[src/rtl/div_seq_ctrl.sv]
// Restoring shift-subtract divider controller, one quotient bit per clock, results zero-extended to 2*WIDTH.
// Optional macro DIV_ZERO_TRAP_EN: a zero divisor skips iteration and flags div_err on the done cycle.
module div_seq_ctrl #(
  parameter int WIDTH = 4
) (
  input  logic               clk,
  input  logic               rst_n,
  input  logic               start,
  input  logic [WIDTH-1:0]   q_in,
  input  logic [WIDTH-1:0]   m_in,
  output logic               busy,
  output logic               done,
  output logic [2*WIDTH-1:0] quotient,
  output logic [2*WIDTH-1:0] remainder,
  output logic               div_err
);

  localparam int CW = $clog2(WIDTH + 1);

  typedef enum logic [1:0] {IDLE, LOAD, ITER, DONE} state_t;

  state_t           state, state_nxt;
  // The restored accumulator is always below the divisor, so its sign bit is never stored.
  logic [WIDTH-1:0] acc, acc_nxt;
  logic [WIDTH-1:0] qr, qr_nxt;
  logic [WIDTH-1:0] mr, mr_nxt;
  logic [CW-1:0]    cnt, cnt_nxt;
  logic [WIDTH:0]   acc_sh, acc_sub;
  logic [WIDTH-1:0] qr_sh;
`ifdef DIV_ZERO_TRAP_EN
  logic             trap;
`endif

  always_ff @(posedge clk or negedge rst_n) begin
    if (!rst_n) state <= IDLE;
    else        state <= state_nxt;
  end

  always_comb begin
    state_nxt = state;
    acc_nxt   = acc;
    qr_nxt    = qr;
    mr_nxt    = mr;
    cnt_nxt   = cnt;
`ifdef DIV_ZERO_TRAP_EN
    trap      = 1'b0;
`endif
    acc_sh  = {acc, qr[WIDTH-1]};
    acc_sub = acc_sh - {1'b0, mr};
    qr_sh   = {qr[WIDTH-2:0], 1'b0};
    case (state)
      IDLE: begin
        if (start) begin
          qr_nxt    = q_in;
          mr_nxt    = m_in;
          state_nxt = LOAD;
        end
      end
      LOAD: begin
        acc_nxt   = '0;
        cnt_nxt   = '0;
        state_nxt = ITER;
`ifdef DIV_ZERO_TRAP_EN
        if (mr == '0) begin
          trap      = 1'b1;
          state_nxt = DONE;
        end
`endif
      end
      ITER: begin
        if (acc_sub[WIDTH]) begin
          acc_nxt = acc_sh[WIDTH-1:0];
          qr_nxt  = qr_sh;
        end else begin
          acc_nxt = acc_sub[WIDTH-1:0];
          qr_nxt  = qr_sh | {{(WIDTH-1){1'b0}}, 1'b1};
        end
        cnt_nxt = cnt + 1'b1;
        if (cnt == CW'(WIDTH - 1)) state_nxt = DONE;
      end
      DONE:    state_nxt = IDLE;
      default: state_nxt = IDLE;
    endcase
  end

  always_ff @(posedge clk or negedge rst_n) begin
    if (!rst_n) begin
      acc       <= '0;
      qr        <= '0;
      mr        <= '0;
      cnt       <= '0;
      busy      <= 1'b0;
      done      <= 1'b0;
      quotient  <= '0;
      remainder <= '0;
    end else begin
      acc  <= acc_nxt;
      qr   <= qr_nxt;
      mr   <= mr_nxt;
      cnt  <= cnt_nxt;
      busy <= (state_nxt != IDLE);
      done <= (state_nxt == DONE);
      // Results are taken from the final iteration as DONE is entered.
      if (state == ITER && state_nxt == DONE) begin
        quotient  <= {{WIDTH{1'b0}}, qr_nxt};
        remainder <= {{WIDTH{1'b0}}, acc_nxt};
      end
`ifdef DIV_ZERO_TRAP_EN
      if (trap) begin
        quotient  <= '1;
        remainder <= {{WIDTH{1'b0}}, qr};
      end
`endif
    end
  end

`ifdef DIV_ZERO_TRAP_EN
  always_ff @(posedge clk or negedge rst_n) begin
    if (!rst_n) div_err <= 1'b0;
    else        div_err <= trap;
  end
`else
  assign div_err = 1'b0;
`endif

endmodule
[config.mk]
export PLATFORM = sky130hd
export DESIGN_NAME = div_seq_ctrl
export DESIGN_NICKNAME = d
export VERILOG_FILES = /design/src/rtl/div_seq_ctrl.sv
export SDC_FILE = /design/constraint.sdc
export NUM_CORES = 1
export LEC_CHECK = 0
export CAP_MARGIN = 10
export CORE_UTILIZATION = 51
export DETAILED_ROUTE_END_ITERATION = 12
export GPL_ROUTABILITY_DRIVEN = 0
export PLACE_DENSITY_LB_ADDON = 0.1
export SETUP_SLACK_MARGIN = 0.15
export SLEW_MARGIN = 20
export SYNTH_ARGS = -nofsm -noshare
export SYNTH_HDL_FRONTEND = slang
export SYNTH_SLANG_ARGS = --single-unit
[constraint.sdc]
create_clock -name clk -period 2.09 [get_ports clk]
set_input_delay 0.3135 -clock clk [delete_from_list [all_inputs] [get_ports clk]]
set_output_delay 0.3135 -clock clk [all_outputs]
set_load 0.01 [all_outputs]
==> summary.md <==
| Metric | Value |
|---|---|
| Setup TNS | 0 ns |
| Hold Crit Class | in -> async |
| Root buffer cell | clkbuf_4 |
| Syn Area/Cell | 10.5 um2 |
| Worst-skew pair later-pin latency | 0.32 ns |
| Hpwl dp | 2.27 mm |
| GR Overflow Total | 0 |
| Avg WL per Cell | 15.4 um |
| Async S/R FF share, synth | 100% |
| RSZ-0062 raised after global routing | no |
| Reg2Reg Capture Point | quotient[0] |
| Synth Instances | 149 |
| Most common cell in the netlist | dfrtp_1 |
| Die height | 57.3 um |
| Synth top area share | 43.3% |
| Starting density of the core | 55.1% |
| M1 WL | 1.28 mm |
| Pre-antenna DRT Iters | 9 |
| DR DRC count | 2 |
| First-pass GRT wire length | 5.09 mm |
| NumNets Final | 193 |
| Cell row count | 19 |
| Leakage Power | 0.832 nW |
| Crit path from | qr[3] |
| Maximum VDD drop | 0.912 mV |
| Reg2reg path depth | 8 |
| Met3 wire len | 132 um |
| Clock tree buffer depth | 2 |
| Max frequency | 537 MHz |
| Layout cells sized above 1 | 18.0% |
| Skew final | 0.00242 ns |
| DRT antenna net count | 0 |
| Cell taking the most area after synthesis | dfrtp_1 |
| EDFF count, synth | 0 |
| N_diodes | 0 |
| Worst R2R Setup Slack | 0.23 ns |
| Outcome | finished, violations left |
| Crit path max fanout | 5 |
| Vias in the first global route | 1129 |
| Uppermost layer routed | met4 |
| Iter 0 DRT Violations | 37 |
| Fin. max-slew vios | 0 |
| TritonCTS Buffers | 3 |
| Drt via density | 5.69 |
| Final WL | 3.12 mm |
| H-tree levels | 1 |
| Initial antenna violation count | 0 |
| CTS Hold Buffers Added | 0 |
| Worst setup endpoint | quotient[0] |
| Die ar. | 3280 um2 |
| Vias after detailed routing | 1156 |
| Tcrit/Tclk final | 89.2% |
| RR Startpoint | qr[3] |
| Largest net degree at the start of global routing | 28 |
| Power Density | 1510 nW/um2 |
| FILL cells | 228 |
| Area grow syn2layout | 18.1% |
| Setup violators final | 0 |
| Synth Register Bits | 27 |
| Crit path time final | 1.86 ns |
| Final Power | 2.79 mW |
| Critical Path RT | 2.32 ns |
| Clock slew at reported path FFs | 0.14 ns |
| Crit end category | register |
| CTS tree | yes |
| Main flop type after synthesis | dfrtp_1 |
| CP Launch Type | register |
| Crit path kind | reg -> reg |
| Met2 wire length | 1.62 mm |
| Register area share after synthesis | 43.3% |
| Synth cell types | 47 |
| Yosys warnings | 0 |
| Synth cell count leaders | dfrtp_1, inv_1, nand2_1 |
| Io pins | 30 |
| Core Area | 2830 um2 |
| Chip width | 57.3 um |
| Final Hold Viols | 0 |
| Cell area after synthesis | 1560 um2 |
| Tot GR Track Use | 20.8% |
| Max Cap Viol | 0 |
| Largest cells by area after synthesis | dfrtp_1, ha_1, buf_4 |
| Failing checks | DRC |
| IO Port Bufs | 20 |
| CTS sink cnt | 27 |
| Crit path DAT | 2.09 ns |
-- final cells by class --
type | instances | area, um2 | share of cell area, %
Multi-Input combinational cell | 101 | 795 | 43.2
Clock buffer | 4 | 26.3 | 1.43
Timing Repair Buffer | 27 | 256 | 13.9
Tap cell | 31 | 38.8 | 2.11
Inverter | 13 | 48.8 | 2.65
Sequential cell | 27 | 676 | 36.7
-- cells in the final DEF, fill, tap and decap left out, types with 3 or more instances in the layout --
master and n:
dfrtp_1 27, clkdlybuf4s50_1 20, nand2_1 13, inv_1 11
conb_1 9, ha_1 6, buf_4 6, o21ai_0 5
mux2_2 5, nand2b_1 4, nand3_1 4, a22oi_1 3
mux2_1 3, o21ai_1 3, nand4_1 3, mux2_4 3
clkbuf_4 3
-- flip-flops by register name, indices dropped and copies added (netlist names), 2 cells and up --
register / count
acc: 4
cnt: 3
mr: 4
qr: 4
quotient: 4
remainder: 4
state: 2
-- how the worst min path moves through the flow --
stage / startpoint / to / slack [ns] / depth (start not counted)
after global routing: rst_n / remainder[1] / 0.37 / 2
after floorplan: rst_n / acc[0] / 0.02 / 0
after CTS: rst_n / remainder[2] / 0.34 / 2
after detailed placement: remainder[0] / remainder[0] / 0.47 / 2
final: rst_n / acc[1] / 0.34 / 2
after global placement: remainder[0] / remainder[0] / 0.47 / 2
-- metal layers --
metal / track usage [%] / vias up
met5: 0 / -
met3: 2.04 / 8
met1: 26.4 / 552
li1: - / 559
met2: 34.8 / 37
met4: 11.8 / 0
-- metrics by stage --
stage | hold slack, ns | std cells | area [um2] | setup slack (ns) | util [%]
2_1_floorplan | 0.0179 | 157 | 1590 | 0.234 | -
3_3_place_gp | 0.467 | 199 | 1770 | 0.167 | 62.6
3_5_place_dp | 0.475 | 199 | 1770 | 0.114 | 62.6
4_1_cts | 0.343 | 203 | 1800 | 0.151 | 63.7
5_1_grt | 0.367 | 203 | 1840 | 0.149 | 65.1
6_report | 0.343 | 203 | 1840 | 0.226 | 65.1
-- worst max-delay path, stage by stage, from the launching register on --
cell,delay [ns]
dfrtp_1,0.41
inv_2,0.07
ha_2,0.18
inv_2,0.04
fa_2,0.39
nand3_4,0.11
nand3b_4,0.11
a31o_1,0.21
mux2_2,0.26
-- cell families (layout without fill, tap and decap cells) --
family / Yosys count / count (layout) / share of synthesized area (%)
simple gates: 38 / 38 / 13.7
compound gates: 32 / 32 / 15.0
buf+inv: 29 / 44 / 10.1
flops: 27 / 27 / 43.3
mux: 12 / 12 / 9.31
fa+ha+maj: 9 / 9 / 7.70
other cells: 1 / 9 / 0.241
xor+xnor: 1 / 1 / 0.562
-- repair_timing --
item                                    CTS  global route
pin swaps                                 0             3
gates cloned                              0             0
resized for setup                         1            10
setup buffers                             0             0
endpoints found under the setup margin    6            12
-- power breakdown --
| part | switching [mW] | internal [mW] | leakage (nW) |
|---|---|---|---|
| clock network | 0.152 | 0.0748 | 0.0150 |
| registers | 0.147 | 0.748 | 0.338 |
| logic | 0.850 | 0.813 | 0.479 |
| total | 1.15 | 1.64 | 0.832 |
Note: power is estimated with default switching activity, not from simulation.
